--- config.mk ---
export PLATFORM = sky130hd
export DESIGN_NAME = hazard_controller
export DESIGN_NICKNAME = d
export VERILOG_FILES = /design/src/rtl/pipeline_ctrl_pkg.sv /design/src/rtl/forward_unit.sv /design/src/rtl/hazard_controller.sv
export SDC_FILE = /design/constraint.sdc
export NUM_CORES = 1
export LEC_CHECK = 0
export CAP_MARGIN = 20
export CORE_UTILIZATION = 25
export CTS_CLUSTER_DIAMETER = 200
export DETAILED_ROUTE_END_ITERATION = 7
export PLACE_DENSITY = 0.47
export SLEW_MARGIN = 0
export SYNTH_ARGS = -nofsm -noshare
export SYNTH_HDL_FRONTEND = slang
export SYNTH_HIERARCHICAL = 1
export SYNTH_SLANG_ARGS = --single-unit
--- constraint.sdc ---
create_clock -name clk -period 5.05 [get_ports clk]
set_input_delay 1.01 -clock clk [delete_from_list [all_inputs] [get_ports clk]]
set_output_delay 1.01 -clock clk [all_outputs]
set_load 0.02 [all_outputs]
--- src/rtl/pipeline_ctrl_pkg.sv ---
// Shared types for the pipeline hazard controller: FSM states, forwarding
// selects and the result-source encoding that marks a load.
package pipeline_ctrl_pkg;

  typedef enum logic [1:0] {
    RUN      = 2'b00,
    MEM_WAIT = 2'b01,
    ERROR    = 2'b10
  } state_e;

  typedef enum logic [1:0] {
    FWD_RF = 2'b00,
    FWD_W  = 2'b01,
    FWD_M  = 2'b10
  } fwd_sel_e;

  localparam logic [1:0] RESULT_SRC_MEM = 2'b01;

endpackage

--- src/rtl/forward_unit.sv ---
// Operand bypass select for one execute-stage source register; the memory
// stage wins over writeback because it holds the younger result.
module forward_unit
  import pipeline_ctrl_pkg::*;
#(
  parameter int REGISTER_WIDTH = 5
) (
  input  logic [REGISTER_WIDTH-1:0] rs_e,
  input  logic [REGISTER_WIDTH-1:0] rd_m,
  input  logic                      reg_write_m,
  input  logic [REGISTER_WIDTH-1:0] rd_w,
  input  logic                      reg_write_w,
  output fwd_sel_e                  sel
);

  always_comb begin
    sel = FWD_RF;
    if (reg_write_m && (rd_m != '0) && (rd_m == rs_e)) begin
      sel = FWD_M;
    end else if (reg_write_w && (rd_w != '0) && (rd_w == rs_e)) begin
      sel = FWD_W;
    end
  end

endmodule

--- src/rtl/hazard_controller.sv ---
// Pipeline hazard controller: forwarding, load-use bubbles, control-flow
// flushes, data-memory wait handling with timeout, and stall/flush counters.
module hazard_controller
  import pipeline_ctrl_pkg::*;
#(
  parameter int REGISTER_WIDTH = 5,
  parameter int TIMEOUT_CYCLES = 64,
  parameter int CNT_WIDTH      = 32
) (
  input  logic                      clk,
  input  logic                      rst_ni,
  input  logic [REGISTER_WIDTH-1:0] rs1_d_i,
  input  logic [REGISTER_WIDTH-1:0] rs2_d_i,
  input  logic [REGISTER_WIDTH-1:0] rs1_e_i,
  input  logic [REGISTER_WIDTH-1:0] rs2_e_i,
  input  logic [REGISTER_WIDTH-1:0] rd_e_i,
  input  logic [1:0]                result_src_e_i,
  input  logic                      pc_src_e_i,
  input  logic [REGISTER_WIDTH-1:0] rd_m_i,
  input  logic                      reg_write_m_i,
  input  logic [REGISTER_WIDTH-1:0] rd_w_i,
  input  logic                      reg_write_w_i,
  input  logic                      mem_req_m_i,
  input  logic                      mem_ready_i,
  input  logic                      clr_cnt_i,
  output logic                      stall_f_o,
  output logic                      stall_d_o,
  output logic                      stall_e_o,
  output logic                      stall_m_o,
  output logic                      flush_d_o,
  output logic                      flush_e_o,
  output logic                      bubble_w_o,
  output logic [1:0]                forward_a_e_o,
  output logic [1:0]                forward_b_e_o,
  output logic                      mem_err_o,
  output logic [CNT_WIDTH-1:0]      stall_cnt_o,
  output logic [CNT_WIDTH-1:0]      flush_cnt_o
);

  localparam int WAIT_W = (TIMEOUT_CYCLES > 1) ? $clog2(TIMEOUT_CYCLES) : 1;
  localparam logic [WAIT_W-1:0] WAIT_LAST = WAIT_W'(TIMEOUT_CYCLES - 1);

  state_e              state_q, state_d;
  logic [WAIT_W-1:0]   wait_cnt_q, wait_cnt_d;
  logic                mem_stall;
  logic                load_use;
  fwd_sel_e            fwd_a, fwd_b;

  forward_unit #(.REGISTER_WIDTH(REGISTER_WIDTH)) u_fwd_a (
    .rs_e        (rs1_e_i),
    .rd_m        (rd_m_i),
    .reg_write_m (reg_write_m_i),
    .rd_w        (rd_w_i),
    .reg_write_w (reg_write_w_i),
    .sel         (fwd_a)
  );

  forward_unit #(.REGISTER_WIDTH(REGISTER_WIDTH)) u_fwd_b (
    .rs_e        (rs2_e_i),
    .rd_m        (rd_m_i),
    .reg_write_m (reg_write_m_i),
    .rd_w        (rd_w_i),
    .reg_write_w (reg_write_w_i),
    .sel         (fwd_b)
  );

  assign forward_a_e_o = fwd_a;
  assign forward_b_e_o = fwd_b;

  assign load_use = (result_src_e_i == RESULT_SRC_MEM) && (rd_e_i != '0) &&
                    ((rd_e_i == rs1_d_i) || (rd_e_i == rs2_d_i));

  always_ff @(posedge clk) begin
    if (!rst_ni) begin
      state_q    <= RUN;
      wait_cnt_q <= '0;
    end else begin
      state_q    <= state_d;
      wait_cnt_q <= wait_cnt_d;
    end
  end

  // A ready response in MEM_WAIT releases the stall in the same cycle.
  always_comb begin
    state_d    = state_q;
    wait_cnt_d = wait_cnt_q;
    mem_stall  = 1'b0;
    case (state_q)
      RUN: begin
        if (mem_req_m_i && !mem_ready_i) begin
          mem_stall  = 1'b1;
          state_d    = MEM_WAIT;
          wait_cnt_d = '0;
        end
      end
      MEM_WAIT: begin
        if (mem_ready_i) begin
          state_d = RUN;
        end else begin
          mem_stall = 1'b1;
          if (wait_cnt_q == WAIT_LAST) begin
            state_d = ERROR;
          end else begin
            wait_cnt_d = wait_cnt_q + WAIT_W'(1);
          end
        end
      end
      ERROR: begin
        mem_stall = 1'b1;
      end
      default: begin
        state_d = RUN;
      end
    endcase
  end

  // Memory stalls freeze everything, so a pending redirect waits rather than flushing.
  always_comb begin
    stall_f_o  = 1'b0;
    stall_d_o  = 1'b0;
    stall_e_o  = 1'b0;
    stall_m_o  = 1'b0;
    flush_d_o  = 1'b0;
    flush_e_o  = 1'b0;
    bubble_w_o = 1'b0;
    if (rst_ni) begin
      if (mem_stall) begin
        stall_f_o  = 1'b1;
        stall_d_o  = 1'b1;
        stall_e_o  = 1'b1;
        stall_m_o  = 1'b1;
        bubble_w_o = 1'b1;
      end else if (pc_src_e_i) begin
        flush_d_o = 1'b1;
        flush_e_o = 1'b1;
      end else if (load_use) begin
        stall_f_o = 1'b1;
        stall_d_o = 1'b1;
        flush_e_o = 1'b1;
      end
    end
  end

  assign mem_err_o = rst_ni && (state_q == ERROR);

  always_ff @(posedge clk) begin
    if (!rst_ni || clr_cnt_i) begin
      stall_cnt_o <= '0;
      flush_cnt_o <= '0;
    end else begin
      if (stall_f_o && (stall_cnt_o != '1)) begin
        stall_cnt_o <= stall_cnt_o + CNT_WIDTH'(1);
      end
      if (flush_d_o && (flush_cnt_o != '1)) begin
        flush_cnt_o <= flush_cnt_o + CNT_WIDTH'(1);
      end
    end
  end

endmodule

# After elaboration in Yosys (flattened, before gate mapping)
# Index checks and enable logic that the tools add are counted.
# totals
regBits	72
inputBits	45
output_inout_bits	76
wordCells	74
# classes
addsub	3
eq_ne	16
n_mux	27
bitwise_logic	1
n_reduce_logical	23
# ops
operator	count
32-bit by 1-bit adder with 32-bit output, second input constant	2
32-bit != test, second input constant	2
5-bit == test	6
6-bit 2-to-1 mux	3
1-bit 2-to-1 mux	16
5-bit nonzero test	3
1-bit logical AND	12
6-bit case mux with 2 select lines	1
2-bit 2-to-1 mux	5
6-bit by 1-bit adder with 6-bit output, second input constant	1
6-bit == test, second input constant	1
2-bit != test, second input constant	3
2-bit case mux with 3 select lines	1
2-bit by 1-bit == test with 1-bit output, second input constant	2
4-bit AND reduction	1
3-bit != test, second input constant	1
1-bit case mux with 3 select lines	1
3-bit AND reduction	1
2-bit == test, second input constant	1
1-bit logical NOT	2
2-bit logical NOT	1
1-bit logical OR	2
2-bit nonzero test	1
1-bit NOT	1

# Logic depth before layout (Yosys ltp)
# Gate-level depths: netlist of the first run.
# logic_depth
depth_word	8
mapped_depth	10
mapped_depth_nobuf	7

# Cells and area by module
# Netlist of the first run, hierarchy kept.
# by_module_without_submodules
module	instances	cells_each	area_each_um2	seq_area_each_um2
hazard_controller	1	462	3806.2	1441.4
forward_unit	2	20	151.4	0.0

# Worst setup path before layout of the first run
# No wires, ideal clock.
# synth_timing
path_type	input-to-output
start	input mem_ready_i
end	output stall_f_o
t_arrival_ns	2.510
t_required_ns	4.040
setup_slack_ns	1.530
stages	9
n_path_buf	4
cell_sequence	or2_1 -> clkbuf_1 -> o21ai_2 -> and2_2 -> a21oi_1 -> buf_2 -> buf_2 -> inv_1 -> buf_4
# synth_via
elab_chain_len	6
word_cells_on_any_way	7
cone_classes	mux (5); reduce/logical (2)
# synth_rtl
element	line_no	source
start, declared	hazard_controller.sv:24	input logic mem_ready_i,
1-bit logical NOT	hazard_controller.sv:90	if (mem_req_m_i && !mem_ready_i) begin
1-bit logical AND	hazard_controller.sv:90	
1-bit 2-to-1 mux	hazard_controller.sv:90	
1-bit case mux with 3 select lines *	hazard_controller.sv:88	case (state_q)
1-bit 2-to-1 mux * (2 in a row)	--	
end, declared	hazard_controller.sv:26	output logic stall_f_o,
# Every way passes the cells marked *; elsewhere a longest branch is shown, timed or not.

# Final worst setup path of the first run
# layout_timing
start	input rd_e_i[1]
end	output stall_d_o
# layout_via
elab_chain_len	7
word_cells_on_any_way	10
cone_classes	eq/ne (2); mux (4); reduce/logical (4)
# layout_rtl
element	line_no	source
start, declared	hazard_controller.sv:16	input logic [REGISTER_WIDTH-1:0] rd_e_i,
5-bit == test or 5-bit nonzero test (tied branches)	hazard_controller.sv:71, hazard_controller.sv:70	
1-bit logical OR or 1-bit logical AND (tied branches)	hazard_controller.sv:71, hazard_controller.sv:70	
1-bit logical AND *	hazard_controller.sv:70	assign load_use = (result_src_e_i == RESULT_SRC_MEM) && (rd_e_i != '0) &&
1-bit 2-to-1 mux *	hazard_controller.sv:136	end else if (load_use) begin
1-bit 2-to-1 mux *	hazard_controller.sv:133	end else if (pc_src_e_i) begin
1-bit 2-to-1 mux *	hazard_controller.sv:127	if (mem_stall) begin
1-bit 2-to-1 mux *	hazard_controller.sv:126	if (rst_ni) begin
end, declared	hazard_controller.sv:27	output logic stall_d_o,
# Marks and branches as above.

==> results.tsv, run 1 <==
metric	value	unit
# hold bufs at CTS	0	
Die ar.	17000	um2
GRT Total Usage	14.2	%
Synth Net Count	550	
Routed Antenna Nets	0	
GPL Wtd Cong	0.764	
number of synthesis warnings	6	
Worst Path Max Fanout	22	
setup repair bufs after CTS	0	
largest area contributor in the netlist	dfxtp_1	
gr ovfl total	0	
max-slew violations	0	
Synth Flop Type	dfxtp_1	
endpoints failing setup	0	
Util after Layout	36.6	%
Vias/cell	4.90	
worst-path cell chain	clkdlybuf4s50_1, nor3_1, a2111oi_2, a21oi_1, buf_4, inv_1, clkdlybuf4s50_1	
number of library cell types mapped by synthesis	54	
DRT Wirelength	11900	um
CP Class	input pin to primary output	
FP Rows	46	
relative slew slack	39.5	%
status	complete, no violations	
Final nets	662	
Mapped Cells	502	
CTS Buf Count	9	
Starting Density	25.8	%
critical path's slowest cell	clkdlybuf4s50_1	
CP most frequent cell	clkdlybuf4s50_1	
P&R area growth vs syn	41.9	%
CP max stage delay	0.60	ns
synthesized area	4110	um2
f_max	244	MHz
placed insts	819	
clock root buffer	clkbuf_16	
Max rail drop VDD	0.172	mV
data required time at the worst endpoint	4.04	ns
Worst Setup End Kind	primary output	
Register-to-Register Path Depth	8	
DP Wirelength	8640	um
post-cts sizing count	0	
Crit path max-delay family	buffers and inverters	
Longest Clk Path Bufs	2	
average cell area after synthesis	8.19	um2
clk_lat worst skew	0.34	ns
Core Region	15900	um2
Synth area leaders	dfxtp_1 (35%), xnor2_1 (9.8%), nand2_1 (4.7%)	
commonest cells in the netlist	dfxtp_1 (72), nand2_1 (51), nor2_1 (49)	
layout cells sized above 1	6.79	%
Hold Crit Depth	2	
CP Buf/Inv Count	4	
Vert. Die Dim	130	um
Finished Layout Cells	835	
number of synthesized flops with an enable pin	0	
Setup Skew	0.00608	ns
Routed WL per cell	14.2	um
clk slew on worst S/H paths	0.06	ns
DRC viols	0	
PD cells	242	nW/um2
DRT iter0 DRCs	196	
Final period util	81.3	%
setup_tns	0	ns
CP Depth	7	
Least-Margin Pin Slew	0.907	ns
vias in the first global route	3758	
CTS sink count	72	
Synth top area share	35.1	%
largest net degree at the start of global routing	46	
leak pwr	1.82	nW
min cycle time layout	4.11	ns
Initial DRT Pass Iterations	4	
H-tree depth	3	
post-synthesis async set-or-reset flop share	0	%
antenna violations before repair	0	
via count	4088	
sequential element share of the synthesized area	35.1	%
Die Wd	130	um
CTS tree	yes	
hold crit path type	register to register	
antenna cells	0	
crit path DAT	3.10	ns
count leader, synth	dfxtp_1	
CP Launch Type	input pin	
number of max-cap violations	0	
R2R Setup Slk	2.57	ns
IO buf count	120	
RSZ-0062 raised after global routing	false	
final hold viol count	0	
Synth Register Bits	72	
first-pass GRT wire length	19000	um
# IOs	121	
[worst register-to-register path, cell delays in order, from the launching register on]
cell      delay (ns)
dfxtp_1         0.35
ha_1            0.24
and3_1          0.25
and3_1          0.31
nand4_1         0.21
o211ai_2        0.11
buf_4           0.25
or4_1           0.54
a21oi_1         0.15
[logic make-up (layout without fill, tap and decap cells)]
logic type | Yosys count | in the layout | synth area share, %
adder cells (fa/ha/maj) | 3 | 3 | 0.914
buffers and inverters | 31 | 148 | 3.75
flip-flops | 72 | 72 | 35.1
AO/OA/AOI/OAI | 79 | 79 | 12.9
multiplexers | 3 | 3 | 0.731
AND/OR/NAND/NOR | 257 | 257 | 34.5
XOR/XNOR | 57 | 57 | 12.1
[layout make-up]
class | count | area (um2)
tap | 216 | 270
clock inverter | 2 | 60.1
inverter | 6 | 22.5
timing repair buffer | 126 | 1250
clock buffer | 14 | 274
multi-input combinational | 399 | 2520
fill | 1662 | 10100
sequential | 72 | 1440
[layer usage]
layer	GRT usage, %	share of wire (%)	wire length (um)	vias up
li1	-	-	-	2059
met1	17.1	45	5310	1916
met2	23.9	49	5770	98
met3	4.55	5.3	626	15
met4	4.72	1.6	191	0
met5	0	0	0	-
[metrics by stage]
step	area, um2	worst slack (ns)	hold WS [ns]	total power, mW
6_report	5830	0.944	0.489	1.41
5_1_grt	5830	0.750	0.524	1.47
3_3_place_gp	5500	0.962	0.470	0.708
4_1_cts	5830	0.927	0.491	1.44
2_1_floorplan	4110	1.53	0.479	0.645
3_5_place_dp	5500	0.931	0.483	0.710
[sequential cells by signal, indices dropped and copies added (netlist names)]
| signal | cells |
|---|---|
| flush_cnt_o | 32 |
| stall_cnt_o | 32 |
| state_q | 2 |
| wait_cnt_q | 6 |
[where the power goes]
| group | leakage (nW) | switching [mW] | total [mW] | internal [mW] |
|---|---|---|---|---|
| registers | 0.580 | 0.00175 | 0.572 | 0.570 |
| logic | 1.08 | 0.0619 | 0.124 | 0.0623 |
| clock network | 0.163 | 0.242 | 0.715 | 0.474 |
[layout by cell type, fill, tap and decap left out, types with 9 or more instances in the layout]
cell type	Yosys	final
o211ai_1	9	9
nand2_1	51	51
dfxtp_1	72	72
nor2_1	49	49
o21ai_0	20	20
a21oi_1	29	29
and3_1	11	11
nand3_1	30	30
clkbuf_16	0	9
nor3_1	17	17
nand4_1	17	17
xor2_1	11	11
and4_1	9	9
xnor2_1	46	46
or3_1	18	18
nor4_1	14	14
or4_1	17	17
clkdlybuf4s50_1	0	120
[final timing paths]
| path | from | end |
|---|---|---|
| min | stall_cnt_o[22]$_SDFFE_PP0P_ | stall_cnt_o[22]$_SDFFE_PP0P_ |
| min reg2reg | stall_cnt_o[22]$_SDFFE_PP0P_ | stall_cnt_o[22]$_SDFFE_PP0P_ |
| max | rd_e_i[1] | stall_d_o |
| max reg2reg | stall_cnt_o[0]$_SDFFE_PP0P_ | stall_cnt_o[18]$_SDFFE_PP0P_ |
Note: power is estimated with default switching activity, not from simulation.
==> run 2, diff against run 1 <==
Settings changed: PLACE_DENSITY 0.47 to 0.48.
Clock period 5.05 ns to 3.6 ns, I/O delays scaled along.
==> run 2 against run 1 <==
Against the previous run:
- die area unchanged
- non-clock buffer count increased by 2
- count of clock-buffer cells in the layout is 3 lower
- combinational power increased by 44%
- global-route usage increased by 0.54 points
- via count decreased by 0.32%
- largest cell class unchanged
==> results.tsv, run 2 (same netlist as run 1, synthesis figures left out) <==
metric	value	unit	change
Starting Density	25.8	%	unchanged
Die ar.	17000	um2	unchanged
DRC viols	0		unchanged
Setup Skew	0.00895	ns	was 0.00608 ns
FP Rows	46		unchanged
antenna violations before repair	0		unchanged
final hold viol count	0		unchanged
GRT Total Usage	14.8	%	was 14.2%
Worst Setup End Kind	primary output		unchanged
DRT Wirelength	11900	um	about the same
post-cts sizing count	0		unchanged
H-tree depth	3		unchanged
setup_tns	0	ns	unchanged
IO buf count	120		unchanged
worst-path cell chain	clkdlybuf4s50_1, xnor2_1, nand3_1, o22ai_1, a21oi_1, nor3_1, clkdlybuf4s50_1		was clkdlybuf4s50_1, nor3_1, a2111oi_2, a21oi_1, buf_4, inv_1, clkdlybuf4s50_1
GPL Wtd Cong	0.741		was 0.764
relative slew slack	53.3	%	was 39.5%
via count	4075		was 4088
min cycle time layout	3.40	ns	
commonest cells after routing, fill and taps aside	clkdlybuf4s50_1 (120), dfxtp_1 (72), nand2_1 (51)		unchanged
vias in the first global route	3970		was 3758
status	complete, no violations		unchanged
P&R area growth vs syn	41.8	%	was 41.9%
crit path DAT	2.68	ns	was 3.10 ns
Util after Layout	36.5	%	was 36.6%
PD cells	333	nW/um2	was 242 nW/um2
# hold bufs at CTS	0		unchanged
clk_lat worst skew	0.34	ns	about the same
commonest non-fill, non-tap cell in the layout	clkdlybuf4s50_1		unchanged
Longest Clk Path Bufs	2		unchanged
number of max-cap violations	0		unchanged
Routed WL per cell	14.2	um	about the same
clk slew on worst S/H paths	0.06	ns	about the same
RSZ-0062 raised after global routing	false		unchanged
Initial DRT Pass Iterations	4		unchanged
Worst Path Max Fanout	3		was 22
CTS sink count	72		unchanged
Vias/cell	4.87		was 4.90
Vert. Die Dim	130	um	unchanged
CTS tree	yes		unchanged
FF-to-FF Start	stall_cnt_o[0]$_SDFFE_PP0P_		unchanged
Final period util	94.5	%	
DP Wirelength	8710	um	was 8640 um
f_max	294	MHz	
max-slew violations	0		unchanged
layout cells sized above 1	7.09	%	was 6.79%
CP max stage delay	0.65	ns	was 0.60 ns
Final nets	664		was 662
min-delay src	stall_cnt_o[31]$_SDFFE_PP0P_		was stall_cnt_o[22]$_SDFFE_PP0P_
hold crit path type	register to register		unchanged
data required time at the worst endpoint	2.88	ns	was 4.04 ns
CP Launch Type	input pin		unchanged
Routed Antenna Nets	0		unchanged
Least-Margin Pin Slew	0.695	ns	was 0.907 ns
Top Registers	flush_cnt_o (32), stall_cnt_o (32), wait_cnt_q (6)		unchanged
clock root buffer	clkbuf_16		unchanged
Critical path origin	rd_e_i[2]		was rd_e_i[1]
# IOs	121		unchanged
critical path's slowest cell	clkdlybuf4s50_1		unchanged
leak pwr	1.82	nW	about the same
CP Class	input pin to primary output		unchanged
Die Wd	130	um	unchanged
CP most frequent cell	clkdlybuf4s50_1		unchanged
DRT iter0 DRCs	196		unchanged
CTS Buf Count	9		unchanged
largest net degree at the start of global routing	41		was 46
gr ovfl total	0		unchanged
antenna cells	0		unchanged
setup repair bufs after CTS	0		unchanged
endpoints failing setup	0		unchanged
Max rail drop VDD	0.207	mV	was 0.172 mV
Core Region	15900	um2	unchanged
first-pass GRT wire length	19800	um	was 19000 um
-- run 2: cell types whose count changed in the layout (fill, tap and decap cells not counted) --
cell        delta
buf_4          +2
clkinv_2       +1
clkinvlp_4     +1
clkinv_4       +1
clkbuf_8       -3
-- run 2: metal layers --
| metal | GRT usage, % | vias to the layer above | share of wire (%) |
|---|---|---|---|
| met5 | 0 | - | 0 |
| met3 | 4.43 | 9 | 4.9 |
| met1 | 18.3 | 1917 | 45 |
| li1 | - | 2062 | - |
| met2 | 24.6 | 87 | 49 |
| met4 | 4.45 | 0 | 1.2 |
-- run 2: power by group --
group	internal (mW)	total (mW)	switching, mW
Combinational	0.0889	0.178	0.0888
Sequential	0.799	0.801	0.00225
Clock	0.607	0.958	0.351
-- run 2: through the flow --
| step | worst slack [ns] | instance area [um2] | hold slack (ns) | total power, mW | cells |
|---|---|---|---|---|---|
| after floorplan | 0.660 | 4110 | 0.479 | 0.904 | 502 |
| after global placement | 0.187 | 5510 | 0.479 | 0.995 | 821 |
| after detailed placement | 0.184 | 5510 | 0.490 | 0.998 | 821 |
| after CTS | 0.176 | 5830 | 0.498 | 1.97 | 837 |
| after global routing | 0.0497 | 5830 | 0.539 | 2.01 | 837 |
| final | 0.198 | 5830 | 0.495 | 1.94 | 837 |
-- run 2: layout make-up --
class / instances / area (um2)
Fill cell: 1640 / 10100
Multi-Input combinational cell: 399 / 2520
Sequential cell: 72 / 1440
Timing Repair Buffer: 128 / 1260
Tap cell: 216 / 270
Clock buffer: 11 / 233
Clock inverter: 5 / 81.3
Inverter: 6 / 22.5
-- run 2: worst paths after layout --
check / slack [ns] / cells past startpoint / endpoint
worst max-delay path: 0.20 / 7 / flush_e_o
worst min-delay path: 0.49 / 2 / stall_cnt_o[31]$_SDFFE_PP0P_
worst max register to register: 1.19 / 8 / stall_cnt_o[13]$_SDFFE_PP0P_
worst min register to register: 0.49 / 2 / stall_cnt_o[31]$_SDFFE_PP0P_
-- run 2: worst max-delay path, delay by kind of cell --
family / cells / cell delay (ns)
buffers and inverters: 2 / 1.19
AO/OA/AOI/OAI: 2 / 0.41
XOR/XNOR: 1 / 0.13
AND/OR/NAND/NOR: 2 / 0.23
